$ cat config.mk
export PLATFORM = sky130hd
export DESIGN_NAME = rom_download_router
export DESIGN_NICKNAME = d
export VERILOG_FILES = /design/src/rtl/rom_download_router.sv
export SDC_FILE = /design/constraint.sdc
export NUM_CORES = 1
export LEC_CHECK = 0
export BUFFER_PORTS_ARGS = -buffer_cell sky130_fd_sc_hd__buf_2
export CORE_MARGIN = 1.5
export CORE_UTILIZATION = 49
export CTS_CLUSTER_DIAMETER = 100
export DETAILED_ROUTE_END_ITERATION = 7
export HOLD_SLACK_MARGIN = 0.05
export PLACE_DENSITY = 0.8
export SLEW_MARGIN = 20
export SYNTH_ARGS = -nofsm -noshare
export SYNTH_HDL_FRONTEND = slang
export SYNTH_SLANG_ARGS = --single-unit
$ cat constraint.sdc
create_clock -name clk_sys -period 4.62 [get_ports clk_sys]
set_input_delay 0.231 -clock clk_sys [delete_from_list [all_inputs] [get_ports clk_sys]]
set_output_delay 0.231 -clock clk_sys [all_outputs]
set_load 0.01 [all_outputs]
$ cat src/rtl/rom_download_router.sv
// Routes MiSTer HPS ioctl download words into cpu ROM / gfx ROM / colour PROM byte writes,
// unpacking each 16-bit word over two cycles and sequencing the CPU reset around the download.
module rom_download_router #(
  parameter logic [26:0] R1_BASE     = 27'h08000,
  parameter logic [26:0] R2_BASE     = 27'h0C000,
  parameter logic [26:0] R2_END      = 27'h0C100,
  parameter int          HOLD_CYCLES = 16
) (
  input  logic        clk_sys,
  input  logic        reset,
  input  logic        ioctl_download,
  input  logic [26:0] ioctl_addr,
  input  logic [15:0] ioctl_dout,
  input  logic        ioctl_wr,
  output logic        ioctl_wait,
  output logic [14:0] dl_addr,
  output logic [7:0]  dl_data,
  output logic        cpu_rom_wr,
  output logic        gfx_rom_wr,
  output logic        prom_wr,
  output logic        cpu_reset,
  output logic        load_done,
  output logic [16:0] byte_count,
  output logic        overrun
);

  typedef enum logic [2:0] {S_IDLE, S_LO, S_HI, S_HOLD, S_DONE} state_t;

  localparam logic [7:0] HOLD_INIT = 8'(HOLD_CYCLES);

  state_t      r_state;
  logic [25:0] r_addr_hi;
  logic [7:0]  r_data_hi;
  logic        r_dl_prev;
  logic        r_armed;
  logic [7:0]  r_hold_cnt;
  logic        r_wait;
  logic [14:0] r_dl_addr;
  logic [7:0]  r_dl_data;
  logic        r_cpu_wr;
  logic        r_gfx_wr;
  logic        r_prom_wr;
  logic        r_cpu_reset;
  logic        r_load_done;
  logic [16:0] r_byte_count;
  logic        r_overrun;

  logic [26:0] w_word_addr;
  logic [26:0] w_byte_x;
  logic [7:0]  w_byte_d;
  logic [2:0]  w_hit;
  logic [14:0] w_rel [3];
  logic [14:0] w_dl_addr_next;
  logic        w_rise;
  logic        w_busy;
  logic        w_any_wr;

  assign w_word_addr = ioctl_addr & ~27'd1;
  assign w_rise      = ioctl_download & ~r_dl_prev;
  assign w_busy      = (r_state == S_LO) || (r_state == S_HI);
  assign w_any_wr    = r_cpu_wr | r_gfx_wr | r_prom_wr;

  // The byte about to be driven: the low byte of the incoming word while idle,
  // otherwise the high byte of the latched word.
  assign w_byte_x = (r_state == S_IDLE) ? w_word_addr : {r_addr_hi, 1'b1};
  assign w_byte_d = (r_state == S_IDLE) ? ioctl_dout[7:0] : r_data_hi;

  genvar gi;
  generate
    for (gi = 0; gi < 3; gi++) begin : g_region
      localparam logic [26:0] LO_B = (gi == 0) ? 27'd0 : (gi == 1) ? R1_BASE : R2_BASE;
      localparam logic [26:0] HI_B = (gi == 0) ? R1_BASE : (gi == 1) ? R2_BASE : R2_END;
      if (gi == 0) begin : g_first
        assign w_hit[gi] = (w_byte_x < HI_B);
      end else begin : g_rest
        assign w_hit[gi] = (w_byte_x >= LO_B) && (w_byte_x < HI_B);
      end
      assign w_rel[gi] = 15'(w_byte_x - LO_B);
    end
  endgenerate

  always_comb begin
    w_dl_addr_next = w_byte_x[14:0];
    for (int i = 0; i < 3; i++) begin
      if (w_hit[i]) w_dl_addr_next = w_rel[i];
    end
  end

  always_ff @(posedge clk_sys) begin
    if (reset) begin
      r_state      <= S_IDLE;
      r_addr_hi    <= '0;
      r_data_hi    <= '0;
      r_dl_prev    <= 1'b0;
      r_armed      <= 1'b1;
      r_hold_cnt   <= '0;
      r_wait       <= 1'b0;
      r_dl_addr    <= '0;
      r_dl_data    <= '0;
      r_cpu_wr     <= 1'b0;
      r_gfx_wr     <= 1'b0;
      r_prom_wr    <= 1'b0;
      r_cpu_reset  <= 1'b1;
      r_load_done  <= 1'b0;
      r_byte_count <= '0;
      r_overrun    <= 1'b0;
    end else begin
      r_dl_prev <= ioctl_download;
      r_wait    <= 1'b0;
      r_cpu_wr  <= 1'b0;
      r_gfx_wr  <= 1'b0;
      r_prom_wr <= 1'b0;

      if (w_rise) begin
        r_byte_count <= '0;
        r_load_done  <= 1'b0;
        r_cpu_reset  <= 1'b1;
        r_armed      <= 1'b1;
      end else if (w_any_wr && (r_byte_count != '1)) begin
        r_byte_count <= r_byte_count + 17'd1;
      end

      if (ioctl_wr && w_busy) r_overrun <= 1'b1;
      else if (w_rise)        r_overrun <= 1'b0;

      case (r_state)
        S_IDLE: begin
          if (ioctl_download && ioctl_wr) begin
            r_addr_hi <= w_word_addr[26:1];
            r_data_hi <= ioctl_dout[15:8];
            {r_prom_wr, r_gfx_wr, r_cpu_wr} <= w_hit;
            r_dl_addr <= w_dl_addr_next;
            r_dl_data <= w_byte_d;
            r_wait    <= 1'b1;
            r_state   <= S_LO;
          end else if (!ioctl_download && r_armed) begin
            r_state    <= S_HOLD;
            r_hold_cnt <= HOLD_INIT;
            r_armed    <= 1'b0;
          end
        end
        S_LO: begin
          {r_prom_wr, r_gfx_wr, r_cpu_wr} <= w_hit;
          r_dl_addr <= w_dl_addr_next;
          r_dl_data <= w_byte_d;
          r_wait    <= 1'b1;
          r_state   <= S_HI;
        end
        S_HI: begin
          r_state <= S_IDLE;
        end
        S_HOLD: begin
          // Leaving on count 1 makes the release visible HOLD_CYCLES+1 cycles after idle.
          if (w_rise) begin
            r_state <= S_IDLE;
          end else if (r_hold_cnt <= 8'd1) begin
            r_hold_cnt  <= '0;
            r_cpu_reset <= 1'b0;
            r_load_done <= 1'b1;
            r_state     <= S_DONE;
          end else begin
            r_hold_cnt <= r_hold_cnt - 8'd1;
          end
        end
        S_DONE: begin
          if (w_rise) r_state <= S_IDLE;
        end
        default: r_state <= S_IDLE;
      endcase
    end
  end

  assign ioctl_wait = r_wait;
  assign dl_addr    = r_dl_addr;
  assign dl_data    = r_dl_data;
  assign cpu_rom_wr = r_cpu_wr;
  assign gfx_rom_wr = r_gfx_wr;
  assign prom_wr    = r_prom_wr;
  assign cpu_reset  = r_cpu_reset;
  assign load_done  = r_load_done;
  assign byte_count = r_byte_count;
  assign overrun    = r_overrun;

endmodule

==> results of run 1 <==
==> registers in the layout, summed over array words and instances (netlist names) <==
| register | flops |
|---|---|
| ioctl_wait | 1 |
| r_state | 3 |
| byte_count | 17 |
| prom_wr | 1 |
| r_addr_hi | 26 |
| gfx_rom_wr | 1 |
| r_hold_cnt | 8 |
| r_data_hi | 8 |
| dl_data | 8 |
| r_armed | 1 |
| dl_addr | 15 |
| cpu_rom_wr | 1 |
| r_dl_prev | 1 |
| overrun | 1 |
| cpu_reset | 1 |
| load_done | 1 |
==> through the flow <==
| step | hold WS [ns] | std cells | power (mW) | worst slack [ns] | area, um2 |
|---|---|---|---|---|---|
| after CTS | 0.08857 | 690 | 2.082 | 1.812 | 4790 |
| after floorplan | 0.3592 | 502 | 1.324 | 2.753 | 4061 |
| after global routing | 0.09189 | 690 | 2.196 | 1.545 | 4798 |
| after detailed placement | 0.4434 | 674 | 1.467 | 1.834 | 4559 |
| final | 0.09843 | 690 | 2.071 | 1.729 | 4798 |
| after global placement | 0.4308 | 674 | 1.447 | 1.610 | 4554 |
==> logic make-up after synthesis <==
kind of cell | count (synthesis) | synth area share, %
flops | 94 | 46.33
simple gates | 242 | 27.85
mux | 2 | 0.4929
fa+ha+maj | 4 | 1.232
buf+inv | 38 | 4.066
xor+xnor | 6 | 1.294
compound gates | 116 | 18.73
==> Yosys cell counts, drive strengths merged (2+ instances only) <==
cell / count
a311oi: 23
nor4: 9
a21oi: 54
o31ai: 4
nor3: 5
clkbuf: 24
or3: 18
ha: 4
nand3: 7
buf: 5
nand4: 6
or4: 4
xnor2: 4
inv: 9
xor2: 2
and3: 2
o311ai: 3
nand2: 129
nor2: 43
nor2b: 2
or4b: 2
mux2i: 2
nand2b: 2
o21ai: 14
nor4bb: 2
nor4b: 4
and2b: 2
dfxtp: 94
o41ai: 5
==> path summary, 6_finish.rpt <==
| check | end | depth (start not counted) |
|---|---|---|
| worst min-delay path | r_data_hi[0]$_SDFFE_PP0P_ | 3 |
| worst max-delay path | gfx_rom_wr$_SDFF_PP0_ | 3 |
| worst max register to register | gfx_rom_wr$_SDFF_PP0_ | 3 |
| worst min register to register | r_data_hi[7]$_SDFFE_PP0P_ | 2 |
==> per-layer routing <==
layer | vias up | share of wire [%] | routed length (um)
li1 | 1934 | - | -
met1 | 1781 | 46 | 4338
met2 | 126 | 46 | 4284
met3 | 19 | 5.3 | 496
met4 | 0 | 2.3 | 214
met5 | - | 0 | 0
==> power groups by stage <==
stage          logic, mW  registers [mW]  clock network [mW]
2_1_floorplan      0.341           0.983                   0
3_3_place_gp       0.476           0.971                   0
3_5_place_dp       0.492           0.975                   0
4_1_cts            0.494           0.956               0.632
5_1_grt            0.561           0.969               0.666
6_report           0.495           0.957               0.619
==> layout by cell type (no fill, tap or decap), types with 5 or more instances in the layout <==
cell type	netlist	final
nor4_1	9	9
buf_2	4	92
a311oi_1	23	23
nand2_1	129	128
nand3_1	7	7
nor2_1	43	42
inv_1	9	9
nand4_1	6	6
or3_1	15	15
a21oi_1	53	53
dfxtp_1	94	94
clkbuf_8	1	10
o41ai_1	5	5
o21ai_0	14	14
==> layout make-up <==
cell class,instances,area (um2),area share (%)
tap,105,131.4,2.738
inverter,9,33.78,0.7040
clock buffer,10,137.6,2.868
timing repair buffer,96,490.5,10.22
clock inverter,6,92.59,1.930
sequential,94,1882,39.22
multi-input combinational,370,2031,42.32
==> worst reg2reg max path: stages, from the launching register on <==
cell and delay (ns):
dfxtp_1 0.82, or3_1 0.88, nand4_1 0.30, a2111oi_0 0.73
==> run_results.csv, run 1 <==
group,metric,value,unit
worst_setup_path,cp-start-kind,"flip-flop",
sta,slew_violations,0,
power,p_comb_share,23.9,%
floorplan,num_rows,33,
worst_setup_path,cp_max_fo,26,
synth,synth-edff-count,0,
layout,drive_gt1_share,22.05,%
global_route,grt_start_max_net_pins,49,
synth,synth_warnings,0,
sta,skew,0.01087,ns
worst_setup_path,slowest_stage,"or3_1",
job,cap_violations,0,
sta,fmax,345.9,MHz
synth,synth_nets,553,
worst_setup_path,cp_top_family,"simple AND/OR/NAND/NOR gates",
floorplan,die_area,8844,um2
synth,synth_top_area_share,46.33,%
layout,fillers,737,
synth,ys_ff_latch,94,
synth,syn_inst,502,
run_status,status,"completed",
synth,yosysUniqueCellTypes,57,
global_route,grt.overflow.total,0,
worst_setup_path,path_buf_inv,0,
route,vias_per_cell,5.594,
floorplan,initial_utilization,49.93,%
sta,rsz0062_at_grt,"no",
floorplan,fp.dieH,94.04,um
route,vias,3860,
hold_path,hp-class,"in2reg",
power,p_clk_share,29.9,%
worst_setup_path,path_cells,"or3_1 > nand4_1 > a2111oi_0",
clocking,cts_tree,"built",
global_route,grt_pass1_vias,3248,
clocking,cts.path.max_buffers,2,
clocking,path_clk_slew,0.10,ns
route,drt_iter0_markers,246,
route,drc,0,
worst_setup_path,startpoint,"r_state[2]$_SDFFE_PP0P_",
clocking,cts_resized,0,
clocking,clock_latency,0.36,ns
synth,synth-main-ff-cell,"dfxtp_1",
worst_setup_path,critical_path_class,"reg2reg",
placement,port_buffers,92,
synth,synth_async_sr_flop_share,0,%
worst_setup_path,r2r_setup_slack,1.73,ns
synth,yosys-top-cells-area,"dfxtp_1, nand2_1, a21oi_1",
clocking,htree_levels,3,
synth,yosysSeqAreaShare,46.33,%
sta,timing.final.crit_period,2.891,ns
clocking,cts_setup_buffers,0,
power,pwr-share-seq,46.2,%
power,pwr_density_cell,431.6,nW/um2
global_route,globalRoute.busiestLayer,"met2",
global_route,antenna_found_initial,0,
sta,hold_viol,0,
clocking,cts_root_buf,"clkbuf_8",
clocking,holdBufCountCts,0,
global_route,grtUsageTotal,21.34,%
worst_setup_path,cpPeakStageDelay,0.87,ns
sta,finalSetupTns,0,ns
clocking,cts_buffers,9,
route,wl_per_cell,13.52,um
worst_setup_path,worst_ep_arrival_time,3.08,ns
power,internal_power,1.416,mW
global_route,grt_pass1_wl,14920,um
sta,worst_pin_slew,0.9769,ns
power,switching_share,31.65,%
global_route,grt_use_met3,3.398,%
hold_path,hold_path.startpoint,"ioctl_dout[8]",
power,cellLeakagePower,1.878,nW
sta,slew_headroom,34.87,%
floorplan,boundaryPins,94,
global_route,grt_use_met2,32.67,%
synth,synth.avg_cell_area,8.090,um2
synth,synth_area,4061,um2
worst_setup_path,critPathRequiredTime,4.81,ns
layout,layout.nets,631,
floorplan,core_area,8134,um2
route,drt_wl_total,9332,um
worst_setup_path,end_kind,"flip-flop",
clocking,cts.sinks,94,
route,drtAntennaViolNets,0,
layout,area_growth,18.15,%
worst_setup_path,reg2reg_from,"r_state[2]$_SDFFE_PP0P_",
synth,yosys.area.top_type,"dfxtp_1",
layout,antenna_cells,0,
power,power.switching,0.6554,mW
layout,final_util,58.99,%
global_route,use_met1,29.35,%
placement,gp_congestion,0.8243,
placement,dp_hpwl,6373,um
floorplan,die_x,94.04,um
sta,setup_viol,0,
power,vdd_ir_drop_max,0.2033,mV
route,drtPass1Iterations,5,
sta,finalCritPeriodShare,62.58,%
Note: power is estimated with default switching activity, not from simulation.
==> run 2: changes to the inputs <==
ABC_AREA = 1   (was default)
PLACE_DENSITY = 0.79   (was 0.8)
clock period = 2.9 ns   (was 4.62 ns; I/O delays follow)
==> run_results.csv, run 2 <==
group,metric,value,unit
clocking,cts.sinks,94,
power,switching_share,43.28,%
worst_setup_path,worst_ep_arrival_time,2.80,ns
hold_path,hp-class,"in2reg",
synth,synth.avg_cell_area,7.211,um2
sta,rsz0062_at_grt,"no",
layout,area_growth,17.89,%
global_route,grt_pass1_vias,3811,
synth,synth_area,4197,um2
placement,port_buffers,92,
synth,synth-main-ff-cell,"dfxtp_1",
route,wl_per_cell,12.61,um
route,drt_iter0_markers,245,
synth,synth_nets,633,
clocking,cts.path.max_buffers,2,
power,pwr-share-seq,38.7,%
worst_setup_path,reg2reg_from,"byte_count[0]$_SDFFE_PP0P_",
sta,skew,0.01159,ns
floorplan,fp.dieH,95.55,um
sta,worst_pin_slew,0.9959,ns
power,total_power,4.528,mW
worst_setup_path,cp_top_family,"simple AND/OR/NAND/NOR gates",
worst_setup_path,slowest_stage,"dfxtp_1",
synth,ys_ff_latch,94,
sta,fmax,398.8,MHz
power,p_clk_share,17.4,%
global_route,grt_start_max_net_pins,51,
global_route,grtUsageTotal,22.66,%
global_route,grt.overflow.total,0,
floorplan,die_area,9129,um2
worst_setup_path,path_cells,"ha_1 > nand3_1 > or2_2 > nor4_1 > ha_1 > inv_1 > nand2_1 > nor2_1 > nand2_1 > inv_1 > nand4_1 > nand2_1 > nor2_1",
run_status,status,"completed",
floorplan,die_x,95.55,um
power,pwr_density_cell,915.3,nW/um2
worst_setup_path,r2r_end,"byte_count[14]$_SDFFE_PP0P_",
sta,layout_setup_ws,0.3925,ns
worst_setup_path,r2r_setup_slack,0.39,ns
layout,fin_area,4947,um2
placement,gp_congestion,0.8478,
power,internal_power,2.568,mW
sta,slew_headroom,33.53,%
layout,regMostFlops,"r_addr_hi",
hold_path,hold_path.startpoint,"ioctl_addr[18]",
global_route,grt_pass1_wl,16550,um
synth,yosysSeqAreaShare,44.84,%
sta,finalSetupTns,0,ns
route,drtAntennaViolNets,0,
route,drt_wl_total,9838,um
clocking,cts_tree,"built",
sta,slew_violations,0,
hold_path,min_to,"r_addr_hi[17]$_SDFFE_PP0P_",
worst_setup_path,critPathRequiredTime,3.20,ns
floorplan,core_area,8258,um2
worst_setup_path,end_kind,"flip-flop",
placement,placed_cells,753,
sta,timing.final.crit_period,2.508,ns
worst_setup_path,cp-start-kind,"flip-flop",
floorplan,num_rows,33,
layout,final_common_cell,"nand2_1",
layout,largest_reg_flops,26,
layout,drive_gt1_share,18.81,%
sta,hold_viol,0,
synth,yosys-top-cells-area,"dfxtp_1, nand2_1, a21oi_1",
worst_setup_path,cp_max_fo,11,
placement,dp_hpwl,6711,um
clocking,cts_buffers,9,
worst_setup_path,cpMostUsedCell,"nand2_1",
route,drc,0,
global_route,antenna_found_initial,0,
placement,place_ws,0.4345,ns
hold_path,whs_path_depth,3,
floorplan,initial_utilization,50.82,%
placement,placed_cell_area,4661,um2
power,vdd_ir_drop_max,0.7070,mV
layout,mostFrequentLayoutCells,"nand2_1, dfxtp_1, buf_2",
layout,fillers,793,
power,power.switching,1.960,mW
power,p_comb_share,43.9,%
sta,setup_viol,0,
sta,finalCritPeriodShare,86.47,%
clocking,clock_latency,0.36,ns
clocking,htree_levels,3,
synth,synthTopCellsByCount,"nand2_1, dfxtp_1, inv_1",
synth,synth_most_common_cell,"nand2_1",
synth,synth_async_sr_flop_share,0,%
synth,synth_warnings,0,
synth,synth-edff-count,0,
layout,layout.nets,721,
synth,yosysUniqueCellTypes,35,
synth,yosys.area.top_type,"dfxtp_1",
clocking,cts_root_buf,"clkbuf_8",
job,cap_violations,0,
worst_setup_path,r2r_cells,13,
floorplan,boundaryPins,94,
worst_setup_path,path_buf_inv,2,
route,vias,4080,
power,cellLeakagePower,2.128,nW
synth,synth_top_area_share,44.84,%
worst_setup_path,critical_path_class,"reg2reg",
worst_setup_path,cpPeakStageDelay,0.42,ns
clocking,path_clk_slew,0.09,ns
layout,final_cells,780,
route,vias_per_cell,5.231,
route,drtPass1Iterations,5,
layout,antenna_cells,0,
synth,syn_inst,582,
-- run 2: cell types whose count changed in the layout (fill, tap and decap cells not counted), moves of 5 or more --
cell           before  now
inv_1               9   57
nor4_1              9    2
nor3_1              4   12
o21ai_0            14   42
or3_1              15    0
a311oi_1           23    0
nor2_1             42   53
nand3_1             7   39
a211oi_1            1    9
nand3b_1            0    5
o41ai_1             5    0
dlygate4sd3_1       0   11
a31oi_1             0   17
-- run 2: worst register-to-register path, stage by stage, from the launching register on --
cell and delay [ns]:
dfxtp_1 0.42, ha_1 0.22, nand3_1 0.13, or2_2 0.31, nor4_1 0.25, ha_1 0.20
inv_1 0.04, nand2_1 0.25, nor2_1 0.14, nand2_1 0.17, inv_1 0.08, nand4_1 0.07
nand2_1 0.05, nor2_1 0.12
-- run 2: how the worst max path moves through the flow --
stage	startpoint	endpoint	slack (ns)	cells past startpoint
after floorplan	byte_count[0]$_SDFFE_PP0P_	byte_count[1]$_SDFFE_PP0P_	0.75	10
after global placement	byte_count[0]$_SDFFE_PP0P_	byte_count[14]$_SDFFE_PP0P_	0.49	12
after detailed placement	byte_count[0]$_SDFFE_PP0P_	byte_count[14]$_SDFFE_PP0P_	0.43	12
after CTS	byte_count[0]$_SDFFE_PP0P_	byte_count[14]$_SDFFE_PP0P_	0.41	13
after global routing	byte_count[0]$_SDFFE_PP0P_	byte_count[14]$_SDFFE_PP0P_	0.06	13
final	byte_count[0]$_SDFFE_PP0P_	byte_count[14]$_SDFFE_PP0P_	0.39	13
-- run 2: layout make-up --
type / instances / area (um2) / share of cell area (%)
inverters: 60 / 225.2 / 4.552
well taps: 105 / 131.4 / 2.656
multi-input cells: 398 / 1932 / 39.05
repair buffers: 107 / 600.6 / 12.14
flip-flops and latches: 94 / 1882 / 38.04
clock buffers: 11 / 141.4 / 2.858
clock inverters: 5 / 35.03 / 0.7081
-- run 2: kinds of logic (layout without fill, tap and decap cells) --
group,after synthesis,in the layout,synth area share [%]
and+or+nand+nor,262,262,27.16
AOI/OAI and AO/OA,128,128,16.85
DFF,94,94,44.84
buffers and inverters,90,183,9.124
adders and majority gates,4,4,1.193
xor gates and xnor gates,4,4,0.8347
-- run 2: routing by layer --
layer  up-vias  global-route usage [%]  routed length, um
met4         0                   5.760                100
li1       2090                       -                  -
met2       109                   38.85               4585
met5         -                       0                  0
met1      1871                   27.99               4511
met3        10                   6.061                640
-- run 2: power by group through the flow --
stage | Sequential, mW | Clock [mW] | Combinational (mW)
after detailed placement | 1.77 | 0 | 1.96
after global placement | 1.76 | 0 | 1.91
final | 1.75 | 0.789 | 1.99
after floorplan | 1.83 | 0 | 1.51
after CTS | 1.75 | 0.811 | 1.98
after global routing | 1.79 | 0.863 | 2.26
-- run 2: timing repair --
action | in CTS | in global routing
setup buffers | 0 | 0
endpoints found under the hold margin | 13 | 0
gates resized for setup | 0 | 0
hold buffers | 11 | 0
-- run 2: metrics by stage --
step | utilization (%) | hold WS (ns)
after global placement | 56.44 | 0.4048
after CTS | 59.91 | 0.05096
final | 59.91 | 0.06478
after global routing | 59.91 | 0.06020
after detailed placement | 56.44 | 0.4184
after floorplan | - | 0.2768
==> run 3: changes to the inputs <==
RECOVER_POWER = 50   (was default)
==> run_results.csv, run 3 (same netlist as run 2, synthesis figures left out) <==
group,metric,value,unit
run_status,status,"completed",
worst_setup_path,end_kind,"flip-flop",
layout,mostFrequentLayoutCells,"nand2_1, dfxtp_1, inv_1",
layout,layout.nets,721,
clocking,cts_resized,0,
power,vdd_ir_drop_max,0.7121,mV
route,drt_wl_total,9845,um
route,drt_iter0_markers,250,
worst_setup_path,cpPeakStageDelay,0.55,ns
route,wl_per_cell,12.62,um
placement,dp_hpwl,6711,um
floorplan,die_area,9129,um2
hold_path,min_to,"r_addr_hi[17]$_SDFFE_PP0P_",
floorplan,core_area,8258,um2
worst_setup_path,cpMostUsedCell,"nand2_2",
clocking,clock_latency,0.36,ns
floorplan,boundaryPins,94,
sta,timing.final.crit_period,2.570,ns
floorplan,fp.dieH,95.55,um
layout,final_common_cell,"nand2_1",
placement,gp_congestion,0.8478,
sta,worst_pin_slew,0.9862,ns
hold_path,hp-class,"in2reg",
power,pwr_density_cell,916.8,nW/um2
worst_setup_path,cp_max_fo,44,
global_route,grtUsageTotal,22.66,%
power,p_clk_share,17.5,%
route,drc,0,
clocking,cts.sinks,94,
route,vias,4102,
global_route,grt.overflow.total,0,
worst_setup_path,critical_path_class,"reg2reg",
clocking,cts.path.max_buffers,2,
layout,area_growth,16.28,%
floorplan,initial_utilization,50.82,%
placement,port_buffers,92,
placement,place_ws,0.4345,ns
worst_setup_path,r2r_setup_slack,0.33,ns
worst_setup_path,slowest_stage,"nor2_1",
worst_setup_path,critPathRequiredTime,3.19,ns
sta,rsz0062_at_grt,"no",
hold_path,whs_path_depth,3,
power,switching_share,43.58,%
power,power.switching,1.950,mW
layout,drive_gt1_share,11.56,%
sta,skew,0.01027,ns
worst_setup_path,cp-start-kind,"flip-flop",
global_route,grt_start_max_net_pins,51,
global_route,grt_pass1_wl,16550,um
clocking,path_clk_slew,0.09,ns
worst_setup_path,reg2reg_from,"r_state[2]$_SDFFE_PP0P_",
power,pwr-share-seq,39.1,%
sta,hold_viol,0,
clocking,htree_levels,3,
hold_path,hold_path.startpoint,"ioctl_addr[18]",
worst_setup_path,r2r_cells,7,
job,cap_violations,0,
layout,regMostFlops,"r_addr_hi",
route,drtAntennaViolNets,0,
power,p_comb_share,43.3,%
layout,antenna_cells,0,
global_route,antenna_found_initial,0,
layout,fillers,822,
route,vias_per_cell,5.259,
power,internal_power,2.524,mW
route,drtPass1Iterations,5,
sta,slew_violations,0,
sta,slew_headroom,34.18,%
floorplan,die_x,95.55,um
global_route,grt_pass1_vias,3811,
layout,largest_reg_flops,26,
sta,finalSetupTns,0,ns
clocking,holdBufCountCts,11,
clocking,cts_setup_buffers,0,
floorplan,num_rows,33,
clocking,cts_tree,"built",
clocking,cts_buffers,9,
worst_setup_path,r2r_end,"dl_addr[7]$_SDFFE_PP0P_",
sta,setup_viol,0,
sta,layout_setup_ws,0.3295,ns
sta,fmax,389.0,MHz
sta,finalCritPeriodShare,88.64,%
worst_setup_path,worst_ep_arrival_time,2.86,ns
power,cellLeakagePower,1.931,nW
clocking,cts_root_buf,"clkbuf_8",
worst_setup_path,path_cells,"nor2_1 > nand2_4 > inv_2 > nand2_2 > nand2_2 > o21ai_0 > a31oi_1",
==> run 3: cell count changes in the layout (fill, tap and decap cells not counted), sizes merged <==
cell    before  now
buf         96   48
clkbuf      11   59
==> run 3: worst max path at each step <==
stage / cells past startpoint / from / end
after floorplan: 10 / byte_count[0]$_SDFFE_PP0P_ / byte_count[1]$_SDFFE_PP0P_
after global placement: 12 / byte_count[0]$_SDFFE_PP0P_ / byte_count[14]$_SDFFE_PP0P_
after detailed placement: 12 / byte_count[0]$_SDFFE_PP0P_ / byte_count[14]$_SDFFE_PP0P_
after CTS: 13 / byte_count[0]$_SDFFE_PP0P_ / byte_count[14]$_SDFFE_PP0P_
after global routing: 7 / r_state[2]$_SDFFE_PP0P_ / dl_addr[10]$_SDFFE_PP0P_
final: 7 / r_state[2]$_SDFFE_PP0P_ / dl_addr[7]$_SDFFE_PP0P_
==> run 3: per-layer routing <==
metal | up-vias | part of all wire, % | GRT usage (%)
met3 | 8 | 6.2 | 6.061
met2 | 105 | 47 | 38.85
li1 | 2089 | - | -
met5 | - | 0 | 0
met1 | 1900 | 46 | 27.99
met4 | 0 | 0.90 | 5.760
==> run 3: worst max-delay path, delay by kind of cell (launching register included) <==
family	cells	cell delay, ns
AO/OA/AOI/OAI	2	0.39
flip-flops	1	0.33
buffers and inverters	1	0.24
AND/OR/NAND/NOR	4	1.54
==> run 3: final cells by class <==
type,count,area [um2],share of cell area [%]
well taps,105,131.4,2.692
inverters,60,225.2,4.615
clock inverters,5,35.03,0.7179
repair buffers,107,540.5,11.08
flip-flops and latches,94,1882,38.56
clock buffers,11,141.4,2.897
multi-input cells,398,1924,39.44
==> run 3: through the flow <==
step           cell area [um2]  hold slack (ns)  total power [mW]  std cells  util (%)
2_1_floorplan             4197           0.2768             3.342        582         -
3_3_place_gp              4661           0.4048             3.677        753     56.44
3_5_place_dp              4661           0.4184             3.738        753     56.44
4_1_cts                   4947          0.05096             4.539        780     59.91
5_1_grt                   4880          0.06020             4.864        780     59.09
6_report                  4880          0.06372             4.474        780     59.09
==> run 3: power groups by stage <==
stage	sequential, mW	combinational, mW	clock [mW]
final	1.75	1.94	0.785
after global routing	1.79	2.22	0.863
after CTS	1.75	1.98	0.811
after detailed placement	1.77	1.96	0
after global placement	1.76	1.91	0
after floorplan	1.83	1.51	0
